**src/rtl/maxpool_2x2_1_pkg.sv**
```systemverilog
// Shared constants and types for the 2x2 stride-2 max-pool block.
// Default geometry is 24x24 samples of 12 bits, pooled to 12x12.
package maxpool_2x2_1_pkg;

    localparam int DEF_WIDTH    = 24;
    localparam int DEF_HEIGHT   = 24;
    localparam int DEF_DATA_BIT = 12;
    localparam int POOL_W       = DEF_WIDTH / 2;
    localparam int POOL_H       = DEF_HEIGHT / 2;

    // Per-beat commands the shared controller broadcasts to every channel lane.
    typedef struct packed {
        logic hold_pair;   // even column: capture the left sample of a pair
        logic write_line;  // even row, odd column: park the horizontal max
        logic emit;        // odd row, odd column: register the pooled result
    } lane_ctrl_t;

    // Index width for a counter or memory of the given depth, never below 1 bit.
    function automatic int addr_bits(input int depth);
        return (depth > 1) ? $clog2(depth) : 1;
    endfunction

endpackage

```
**src/rtl/maxpool_2x2_1_lane.sv**
```systemverilog
// One channel of the max-pool datapath: pair register, half-width line buffer,
// signed comparators and the output register. Macro MAXPOOL_RELU_EN clamps results at 0.
module maxpool_lane
    import maxpool_2x2_1_pkg::*;
#(
    parameter int DATA_BIT   = DEF_DATA_BIT,
    parameter int LINE_DEPTH = POOL_W,
    parameter int AW         = addr_bits(LINE_DEPTH)
) (
    input  logic                       clk,
    input  logic                       rst,
    input  lane_ctrl_t                 ctrl,
    input  logic [AW-1:0]              line_addr,
    input  logic signed [DATA_BIT-1:0] sample,
    output logic signed [DATA_BIT-1:0] max_out
);

    logic signed [DATA_BIT-1:0] pair_q;
    logic signed [DATA_BIT-1:0] h_max;
    logic signed [DATA_BIT-1:0] pool_max;
    logic signed [DATA_BIT-1:0] result;
    logic signed [DATA_BIT-1:0] line_buf [LINE_DEPTH];

    always_comb begin
        h_max    = (pair_q > sample) ? pair_q : sample;
        pool_max = (line_buf[line_addr] > h_max) ? line_buf[line_addr] : h_max;
`ifdef MAXPOOL_RELU_EN
        result   = pool_max[DATA_BIT-1] ? '0 : pool_max;
`else
        result   = pool_max;
`endif
    end

    // NOTE: sequential state uses non-blocking assignments so every register
    // samples the pre-edge values regardless of statement order.
    always_ff @(posedge clk) begin
        if (rst) begin
            pair_q  <= '0;
            max_out <= '0;
        end else begin
            if (ctrl.hold_pair) pair_q  <= sample;
            if (ctrl.emit)      max_out <= result;
        end
    end

    // NOTE: the line buffer is deliberately left out of reset; each entry is
    // written on an even row before the following odd row reads it.
    always_ff @(posedge clk) begin
        if (ctrl.write_line) line_buf[line_addr] <= h_max;
    end

endmodule

```
**src/rtl/maxpool_2x2_1.sv**
```systemverilog
// 2x2 stride-2 max pooling over three channels in raster order.
// Shared column/row control drives three maxpool_lane instances; macro MAXPOOL_RELU_EN enables ReLU.
module maxpool_2x2_1
    import maxpool_2x2_1_pkg::*;
#(
    parameter int WIDTH    = DEF_WIDTH,
    parameter int HEIGHT   = DEF_HEIGHT,
    parameter int DATA_BIT = DEF_DATA_BIT
) (
    input  logic                clk,
    input  logic                rst,
    input  logic                valid_in,
    input  logic [DATA_BIT-1:0] conv_in_1,
    input  logic [DATA_BIT-1:0] conv_in_2,
    input  logic [DATA_BIT-1:0] conv_in_3,
    output logic [DATA_BIT-1:0] max_out_1,
    output logic [DATA_BIT-1:0] max_out_2,
    output logic [DATA_BIT-1:0] max_out_3,
    output logic                valid_out,
    output logic                frame_done
);

    localparam int CW         = addr_bits(WIDTH);
    localparam int RW         = addr_bits(HEIGHT);
    localparam int LINE_DEPTH = WIDTH / 2;
    localparam int AW         = addr_bits(LINE_DEPTH);

    logic [CW-1:0] col;
    logic [RW-1:0] row;
    logic          accept;
    logic          col_last;
    logic          row_last;
    logic [AW-1:0] line_addr;
    lane_ctrl_t    ctrl;

    // Reset wins over a coincident beat, so nothing reaches the lanes while rst is high.
    assign accept    = valid_in & ~rst;
    assign col_last  = (col == CW'(WIDTH - 1));
    assign row_last  = (row == RW'(HEIGHT - 1));
    assign line_addr = AW'(col >> 1);

    // NOTE: defaulting every output of the block first keeps the conditional
    // assignments below from inferring latches.
    always_comb begin
        ctrl = '0;
        if (accept) begin
            ctrl.hold_pair  = ~col[0];
            ctrl.write_line =  col[0] & ~row[0];
            ctrl.emit       =  col[0] &  row[0];
        end
    end

    always_ff @(posedge clk) begin
        if (rst) begin
            col        <= '0;
            row        <= '0;
            valid_out  <= 1'b0;
            frame_done <= 1'b0;
        end else begin
            valid_out  <= ctrl.emit;
            frame_done <= ctrl.emit & col_last & row_last;
            if (accept) begin
                if (col_last) begin
                    col <= '0;
                    row <= row_last ? '0 : row + 1'b1;
                end else begin
                    col <= col + 1'b1;
                end
            end
        end
    end

    maxpool_lane #(.DATA_BIT(DATA_BIT), .LINE_DEPTH(LINE_DEPTH), .AW(AW)) u_lane_1 (
        .clk       (clk),
        .rst       (rst),
        .ctrl      (ctrl),
        .line_addr (line_addr),
        .sample    (conv_in_1),
        .max_out   (max_out_1)
    );

    maxpool_lane #(.DATA_BIT(DATA_BIT), .LINE_DEPTH(LINE_DEPTH), .AW(AW)) u_lane_2 (
        .clk       (clk),
        .rst       (rst),
        .ctrl      (ctrl),
        .line_addr (line_addr),
        .sample    (conv_in_2),
        .max_out   (max_out_2)
    );

    maxpool_lane #(.DATA_BIT(DATA_BIT), .LINE_DEPTH(LINE_DEPTH), .AW(AW)) u_lane_3 (
        .clk       (clk),
        .rst       (rst),
        .ctrl      (ctrl),
        .line_addr (line_addr),
        .sample    (conv_in_3),
        .max_out   (max_out_3)
    );

endmodule
```
**config.mk**
```make
export PLATFORM = sky130hd
export DESIGN_NAME = maxpool_2x2_1
export DESIGN_NICKNAME = d
export VERILOG_FILES = /design/src/rtl/maxpool_2x2_1_pkg.sv /design/src/rtl/maxpool_2x2_1_lane.sv /design/src/rtl/maxpool_2x2_1.sv
export SDC_FILE = /design/constraint.sdc
export NUM_CORES = 1
export LEC_CHECK = 0
export ABC_AREA = 0
export CORE_ASPECT_RATIO = 0.7
export CORE_MARGIN = 2
export CORE_UTILIZATION = 55
export CTS_CLUSTER_SIZE = 24
export DETAILED_ROUTE_END_ITERATION = 10
export PLACE_DENSITY = 0.8
export SLEW_MARGIN = 10
export SYNTH_ARGS = -nofsm -noshare
export SYNTH_HDL_FRONTEND = slang
export SYNTH_HIERARCHICAL = 1
export SYNTH_SLANG_ARGS = --single-unit
```
**constraint.sdc**
```tcl
create_clock -name clk -period 8.3 [get_ports clk]
set_input_delay 1.66 -clock clk [delete_from_list [all_inputs] [get_ports clk]]
set_output_delay 1.66 -clock clk [all_outputs]
set_load 0.005 [all_outputs]
```
==> results_dict.tcl, run 1 <==
set metrics [dict create \
    status "complete, no violations" \
    cp_cell_sequence "clkdlybuf4s50_1 > inv_1 > ha_1 > nand4_1 > or4_4 > o31ai_4 > a211oi_2 > nor2_1 > ha_1 > and4_1 > a22o_1 > a31oi_1 > nand2b_1 > o31ai_1" \
    cpMaxStageDelayCell "a31oi_1" \
    grt_pass1_vias 13600 \
    clockBufferDepth 3 \
    totalWireLength_mm 52.5 \
    gr-usage-all-layers 0.242 \
    finalSetupViolations 0 \
    via_count 13700 \
    grt_overflow 0 \
    cellPowerDensity_mw_per_mm2 212 \
    cts_made_buffers 47 \
    post_drt_wl_per_cell_microns 24.1 \
    drv_cap 0 \
    dieWidth_microns 249 \
    cts-root-buf "clkbuf_16" \
    hold_class "flop to flop" \
    crit_top_cell "ha_1" \
    relSlewSlack 0.193 \
    place.port_buffers 76 \
    yosysSeqAreaShare 0.634 \
    fin_crit_ps 6780 \
    clock_skew_ps 16.7 \
    synth_top_area_share 0.561 \
    netlist_area_sq_mm 0.0231 \
    grt_pass1_wl_mm 81.0 \
    core_area_sq_mm 0.0413 \
    ys.flop_type "edfxtp_1" \
    cts_resized 0 \
    grt_max_degree 65 \
    synth_area_leaders "edfxtp_1 (56%), mux4_2 (11%), dfxtp_1 (7.3%)" \
    drc 0 \
    ant_nets 0 \
    critPathMaxStageDelay_ps 870 \
    antenna_found_initial 2 \
    ir_worst_vdd_mv 0.170 \
    cp-end-kind "flop" \
    nets 1707 \
    synth-seq-cells 516 \
    cp-start-kind "primary input" \
    synth_top_cell_by_area "edfxtp_1" \
    hold_viol 0 \
    ctsHoldBuffers 0 \
    syn_avg_cell_area_sq_um 15.3 \
    cts_tree "built" \
    pin_count 77 \
    crit_arrival_ps 7210 \
    reg2reg_slack_ps 2890 \
    insertion_delay_ps 570 \
    crit_type "primary input to flop" \
    power_mw 5.53 \
    syn-num-nets 1622 \
    clkSinkCount 516 \
    clock.fmax_ghz 0.147 \
    rows 62 \
    required_ps 8730 \
    leakage_nw 8.69 \
    clk_pin_slew_worst_paths_ps 70 \
    final_cell_mix "edfxtp_1 (432), mux4_2 (108), nor2_1 (105), nand2_1 (88), dfxtp_1 (80)" \
    dr.pass1.iters 6 \
    fin_setup_tns_ps 0 \
    start_util 0.560 \
    drive_above_1_share 0.185 \
    ys_types 58 \
    synth-edff-count 432 \
    final_common_cell "edfxtp_1" \
    tightestPinTransition_ps 1210 \
    synth_cells 1509 \
    gp_congestion 0.886 \
    yosysWarningCount 6 \
    fin_crit_sh 0.817 \
    viasPerCell 6.30 \
    h-tree-depth 2 \
    drtIter0Drc 1358 \
    path_max_fanout 15 \
    syn2layout_area_growth_pct 12.9 \
    slew_viol_final 0 \
    post-cts-setup-buffers 0 \
    grt_setup_unrepaired "false" \
    die_area_sq_mm 0.0437 \
    hpwl_mm 33.7 \
    die_h_microns 176 \
    async_reset_ff_frac 0 \
]
==> worst paths after layout <==
| kind | startpoint | endpoint | cells after the start |
|---|---|---|---|
| worst max-delay path | conv_in_3[11] | u_lane_3/max_out[3] | 14 |
| worst min-delay path | u_lane_1/max_out[2] | u_lane_1/max_out[2] | 2 |
| worst max register to register | u_lane_3/pair_q[11] | u_lane_3/max_out[3] | 12 |
| worst min register to register | u_lane_1/max_out[2] | u_lane_1/max_out[2] | 2 |
==> final cells by class <==
type	count	area, sq um
Clock inverter	22	179
Fill cell	2952	15200
Sequential cell	516	14700
Antenna cell	3	7.51
Timing Repair Buffer	121	1090
Multi-Input combinational cell	838	7870
Clock buffer	66	1350
Tap cell	544	681
Inverter	70	263
==> Yosys cell counts, types with 24 or more instances <==
master      n
edfxtp_1  432
nor2_1    110
mux4_2    108
nand2_1    88
dfxtp_1    84
mux2i_1    75
ha_1       74
inv_1      70
clkbuf_1   52
o21ai_0    47
a211oi_1   33
and3_1     27
a31oi_1    26
o31ai_1    26
a32oi_1    24
==> worst max-delay path: cells and delay by family <==
kind	cells	cell delay, ps
adders and majority gates	2	950
AOI/OAI and AO/OA	5	1630
and+or+nand+nor	5	2340
buffers and inverters	2	630
==> power by group <==
part / switching (mW) / total [mW] / leakage, nW / internal [mW]
Clock: 0.954 / 2.16 / 0.747 / 1.21
Combinational: 0.297 / 0.468 / 3.34 / 0.171
Sequential: 0.0193 / 2.89 / 4.60 / 2.87
Total: 1.27 / 5.53 / 8.69 / 4.25
==> kinds of logic (layout without fill, tap and decap cells) <==
group,count (synthesis),in the layout,share of synthesized area
buffers and inverters,155,279,0.0290
AND/OR/NAND/NOR,327,327,0.0680
other,0,3,0
AO/OA/AOI/OAI,242,242,0.0812
multiplexers,194,194,0.148
flip-flops,516,516,0.634
XOR/XNOR,1,1,0.000379
adder cells (fa/ha/maj),74,74,0.0400
==> sequential cells by signal, summed over array words and instances (netlist names) <==
| name | flops |
|---|---|
| u_lane_1/line_buf | 144 |
| u_lane_2/line_buf | 144 |
| u_lane_3/line_buf | 144 |
| u_lane_1/max_out | 12 |
| u_lane_1/pair_q | 12 |
| u_lane_2/max_out | 12 |
| u_lane_2/pair_q | 12 |
| u_lane_3/max_out | 12 |
| u_lane_3/pair_q | 12 |
| col | 5 |
| row | 5 |
| frame_done | 1 |
| valid_out | 1 |
==> per-stage QoR <==
stage | cell area, sq um | hold slack, ps | util | std cells | setup slack [ps]
2_1_floorplan | 23100 | 452 | - | 1509 | 3230
3_3_place_gp | 24600 | 452 | 0.595 | 2089 | 1260
3_5_place_dp | 24600 | 458 | 0.595 | 2089 | 998
4_1_cts | 26100 | 482 | 0.632 | 2177 | 1560
5_1_grt | 26100 | 505 | 0.633 | 2179 | 1200
6_report | 26100 | 481 | 0.633 | 2180 | 1520
==> layer usage <==
metal	wire length (microns)	GRT usage	vias up
li1	-	-	6109
met2	23700	0.366	647
met3	4780	0.0473	73
met5	0	0	-
met4	1080	0.0655	0
met1	23000	0.364	6899
No activity file was read; power rests on OpenSTA's default activity.
==> run 2, diff against run 1 <==
==> constraint.sdc (replaced) <==
create_clock -name clk -period 6.8 [get_ports clk]
set_input_delay 1.36 -clock clk [delete_from_list [all_inputs] [get_ports clk]]
set_output_delay 1.36 -clock clk [all_outputs]
set_load 0.005 [all_outputs]
==> run 2 against run 1 <==
  * Largest power group unchanged
  * Wire length is 1.1% lower
  * Cell count hardly changed
  * Critical endpoint is now u_lane_1/max_out[9]
  * Setup slack worse by 370 ps
  * Worst hold slack worse by 1.7 ps
  * Clock power is 18% higher
  * Non-clock buffer count is 4 higher
  * Clock-buffer cell count is 3 higher
  * Sequential power is 22% higher
==> results_dict.tcl, run 2 (synthesis results as in run 1) <==
set metrics [dict create \
    final_cell_mix "edfxtp_1 (432), mux4_2 (108), nor2_1 (107), nand2_1 (88), dfxtp_1 (80)" \
    grt_pass1_wl_mm 79.6 \
    totalWireLength_mm 52.0 \
    path_max_fanout 12 \
    stdcell_area_sq_mm 0.0261 \
    core_area_sq_mm 0.0413 \
    fin_hold_ws_ps 479 \
    required_ps 7220 \
    relSlewSlack 0.270 \
    dr.pass1.iters 5 \
    pin_count 77 \
    grt_pass1_vias 13300 \
    nets 1711 \
    via_count 13700 \
    cts_tree "built" \
    start_util 0.560 \
    finish.utilization 0.632 \
    cts_made_buffers 47 \
    finalSetupViolations 0 \
    die_area_sq_mm 0.0437 \
    clock.fmax_ghz 0.177 \
    insertion_delay_ps 570 \
    top_regs "u_lane_1/line_buf: 144 flops, u_lane_2/line_buf: 144 flops, u_lane_3/line_buf: 144 flops" \
    viasPerCell 6.27 \
    cp-end-kind "flop" \
    die_h_microns 176 \
    grt_overflow 0 \
    clkSinkCount 516 \
    hold_class "flop to flop" \
    clockBufferDepth 3 \
    placed_area_sq_mm 0.0246 \
    placedCellCount 2093 \
    final_common_cell "edfxtp_1" \
    ctsHoldBuffers 0 \
    h-tree-depth 2 \
    post_drt_wl_per_cell_microns 23.8 \
    syn2layout_area_growth_pct 12.8 \
    gp_congestion 0.896 \
    drv_cap 0 \
    gr-usage-all-layers 0.239 \
    tightestPinTransition_ps 1090 \
    rows 62 \
    crit_type "primary input to flop" \
    power_mw 6.66 \
    dp_worst_setup_slack_ps 317 \
    status "complete, no violations" \
    fin_crit_sh 0.832 \
    grt_setup_unrepaired "false" \
    cp-start-kind "primary input" \
    post-cts-setup-buffers 0 \
    cts-root-buf "clkbuf_16" \
    hold_viol 0 \
    reg2reg_slack_ps 2160 \
    cts_resized 0 \
    drc 0 \
    clk_pin_slew_worst_paths_ps 70 \
    fin_crit_ps 5650 \
    hold_start "u_lane_1/max_out[2]" \
    clock_skew_ps 23.3 \
    fin_setup_tns_ps 0 \
    ant_nets 0 \
    reg2reg_from "col[1]" \
    dieWidth_microns 249 \
    place.port_buffers 76 \
    grt_max_degree 92 \
    crit_arrival_ps 6080 \
    worstRegToRegCells 11 \
    drtIter0Drc 1450 \
    ir_worst_vdd_mv 0.219 \
    fin_cells 2182 \
    hpwl_mm 34.0 \
    holdPathStages 2 \
    leakage_nw 8.68 \
    cellPowerDensity_mw_per_mm2 255 \
    critPathLaunch "conv_in_1[9]" \
    drive_above_1_share 0.186 \
    setup_slack_ps 1150 \
    antenna_found_initial 1 \
    slew_viol_final 0 \
]
run 2: final timing paths:
kind | end
worst max-delay path | u_lane_1/max_out[9]
worst min-delay path | u_lane_1/max_out[2]
worst max register to register | u_lane_1/max_out[9]
worst min register to register | u_lane_1/max_out[2]
run 2: worst max-delay path: stages:
cell and delay [ps]:
clkdlybuf4s50_1 600, inv_1 70, ha_1 320, a21o_1 200, a2111oi_2 420, o21ai_1 130, o21a_2 460, mux2i_4 320
ha_1 350, a21o_1 210, a2111oi_4 380, o211ai_1 190, o211ai_1 620, buf_4 310, o221ai_2 120
run 2: metal layers:
metal	global-route usage	vias to the layer above	wire, microns
met5	0	-	0
met4	0.0605	0	1070
met3	0.0493	77	4480
met2	0.355	588	23200
met1	0.363	6903	23300
li1	-	6116	-
run 2: cell type report:
type | instances | area, sq um
antenna | 1 | 2.50
clock buffer | 69 | 1340
clock inverter | 19 | 143
fill | 2873 | 15200
inverter | 70 | 263
multi-input combinational | 838 | 7870
sequential | 516 | 14700
tap | 544 | 681
timing repair buffer | 125 | 1140
run 2: power by group:
part / switching (mW) / total (mW) / internal, mW
combinational: 0.363 / 0.579 / 0.216
clock: 1.14 / 2.55 / 1.41
sequential: 0.0247 / 3.53 / 3.51
total: 1.52 / 6.66 / 5.14
==> run 3, diff against run 2 <==
--- a/config.mk
+++ b/config.mk
@@ -11,7 +11,7 @@
 export CORE_UTILIZATION = 55
 export CTS_CLUSTER_SIZE = 24
 export DETAILED_ROUTE_END_ITERATION = 10
-export PLACE_DENSITY = 0.8
+export PLACE_DENSITY = 0.83
 export SLEW_MARGIN = 10
 export SYNTH_ARGS = -nofsm -noshare
 export SYNTH_HDL_FRONTEND = slang
==> constraint.sdc (replaced) <==
create_clock -name clk -period 5 [get_ports clk]
set_input_delay 1 -clock clk [delete_from_list [all_inputs] [get_ports clk]]
set_output_delay 1 -clock clk [all_outputs]
set_load 0.005 [all_outputs]
==> run 3 against run 2 <==
  * Power up 37%
  * Setup slack got worse by 780 ps
  * Largest cell class unchanged
  * Cell count grew 3.2%
  * Worst hold slack worse by 4.7 ps
  * Largest power group unchanged
  * Sequential share of layout area is 1.2 points lower
  * Critical path depth is 3 higher
  * Critical path type unchanged
  * Sequential power is 36% higher
==> results_dict.tcl, run 3 (synthesis results as in run 1) <==
set metrics [dict create \
    status "complete, no violations" \
    fin_cells 2252 \
    cts_made_buffers 46 \
    fin_crit_ps 4640 \
    cts-root-buf "clkbuf_16" \
    drive_above_1_share 0.219 \
    power_mw 9.12 \
    cellPowerDensity_mw_per_mm2 342 \
    tightestPinTransition_ps 1010 \
    grt_setup_unrepaired "false" \
    post-cts-setup-buffers 0 \
    die_area_sq_mm 0.0437 \
    holdPathStages 2 \
    clk_pin_slew_worst_paths_ps 60 \
    gp_congestion 0.920 \
    post_drt_wl_per_cell_microns 23.9 \
    place.port_buffers 76 \
    nets 1785 \
    hold_viol 0 \
    required_ps 5430 \
    gr-usage-all-layers 0.248 \
    insertion_delay_ps 570 \
    critPathMaxStageDelay_ps 610 \
    core_area_sq_mm 0.0413 \
    syn2layout_area_growth_pct 15.2 \
    final_common_cell "edfxtp_1" \
    hpwl_mm 35.8 \
    cp_cell_sequence "clkdlybuf4s50_1 > inv_1 > ha_1 > nand4_1 > or4_4 > buf_4 > nand2_1 > a31oi_1 > a211oi_1 > or2_2 > ha_1 > o21ai_0 > a21oi_1 > o21ai_0 > a31oi_1 > buf_4 > a32oi_1 > o31ai_1" \
    fin_crit_sh 0.927 \
    clockBufferDepth 3 \
    antenna_found_initial 1 \
    filler_cell_count 2765 \
    ant_nets 0 \
    drtIter0Drc 1620 \
    top_regs "u_lane_1/line_buf: 144 flops, u_lane_2/line_buf: 144 flops, u_lane_3/line_buf: 144 flops" \
    drv_cap 0 \
    cpMaxStageDelayCell "or4_4" \
    start_util 0.560 \
    totalWireLength_mm 53.8 \
    relSlewSlack 0.328 \
    worstRegToRegCells 11 \
    crit_arrival_ps 5060 \
    cts_tree "built" \
    leakage_nw 9.04 \
    ctsHoldBuffers 0 \
    pin_count 77 \
    rows 62 \
    dieWidth_microns 249 \
    dr.pass1.iters 5 \
    placedCellCount 2168 \
    grt_pass1_wl_mm 82.8 \
    clock_skew_ps 12.2 \
    cts_resized 0 \
    path_max_fanout 12 \
    finalSetupViolations 0 \
    final_cell_mix "edfxtp_1 (432), buf_4 (120), nor2_1 (109), mux4_2 (108), nand2_1 (88)" \
    h-tree-depth 2 \
    cp-start-kind "primary input" \
    ir_worst_vdd_mv 0.291 \
    grt_max_degree 61 \
    via_count 14200 \
    fin_setup_tns_ps 0 \
    cp-end-kind "flop" \
    critPathBufInv 4 \
    cp_top_family "compound AO/OA/AOI/OAI gates" \
    crit_cells 18 \
    grt_overflow 0 \
    clkSinkCount 516 \
    crit_type "primary input to flop" \
    reg2reg_slack_ps 720 \
    drc 0 \
    viasPerCell 6.32 \
    clock.fmax_ghz 0.216 \
    hold_class "flop to flop" \
    grt_pass1_vias 14300 \
    slew_viol_final 0 \
    die_h_microns 176 \
]
-- run 3: cell count changes in the layout (fill, tap and decap cells not counted), sizes merged --
cell      change
clkinv        -1
inv           +1
buf          +75
bufinv        +2
clkbuf        -8
clkinvlp      +1
-- run 3: final cells by class --
cell class / instances / area [sq um] / area share
Antenna cell: 1 / 2.50 / 0.0000939
Multi-Input combinational cell: 838 / 7860 / 0.295
Tap cell: 544 / 681 / 0.0255
Sequential cell: 516 / 14700 / 0.550
Timing Repair Buffer: 200 / 1740 / 0.0652
Clock buffer: 61 / 1250 / 0.0469
Inverter: 70 / 263 / 0.00986
Clock inverter: 22 / 198 / 0.00742
-- run 3: power by group --
part	internal (mW)	leakage [nW]	switching, mW
Clock	1.92	0.699	1.53
Combinational	0.348	3.74	0.511
Sequential	4.77	4.60	0.0372
-- run 3: worst reg2reg max path, cell delays in order, from the launching register on --
cell       delay (ps)
dfxtp_4           990
buf_4             480
mux4_2            590
mux2i_1           220
o21ai_0           250
ha_1              410
a211oi_1          190
o21ai_0           110
o2111ai_1         110
a31oi_1           120
nand2b_1          390
o31ai_1           330
-- run 3: path summary, 6_finish.rpt --
kind,startpoint,to
min,u_lane_1/max_out[1],u_lane_1/max_out[1]
min reg2reg,u_lane_1/max_out[1],u_lane_1/max_out[1]
max,conv_in_3[11],u_lane_3/max_out[8]
max reg2reg,col[1],u_lane_2/max_out[11]
-- run 3: layer usage --
metal  global-route usage  vias up  share of wire
li1                     -     6253              -
met4               0.0703        0          0.023
met3               0.0406       95          0.090
met5                    0        -              0
met1                0.362     7179           0.43
met2                0.389      708           0.46
-- run 3: metrics by stage --
stage | cell area, sq um | util | hold WS [ps] | setup slack, ps
floorplan | 23100 | - | 452 | 592
global placement | 25200 | 0.611 | 451 | 103
detailed placement | 25200 | 0.611 | 458 | -65.8
global route | 26700 | 0.646 | 499 | 168
CTS | 26600 | 0.646 | 474 | 485
finish | 26700 | 0.646 | 474 | 363
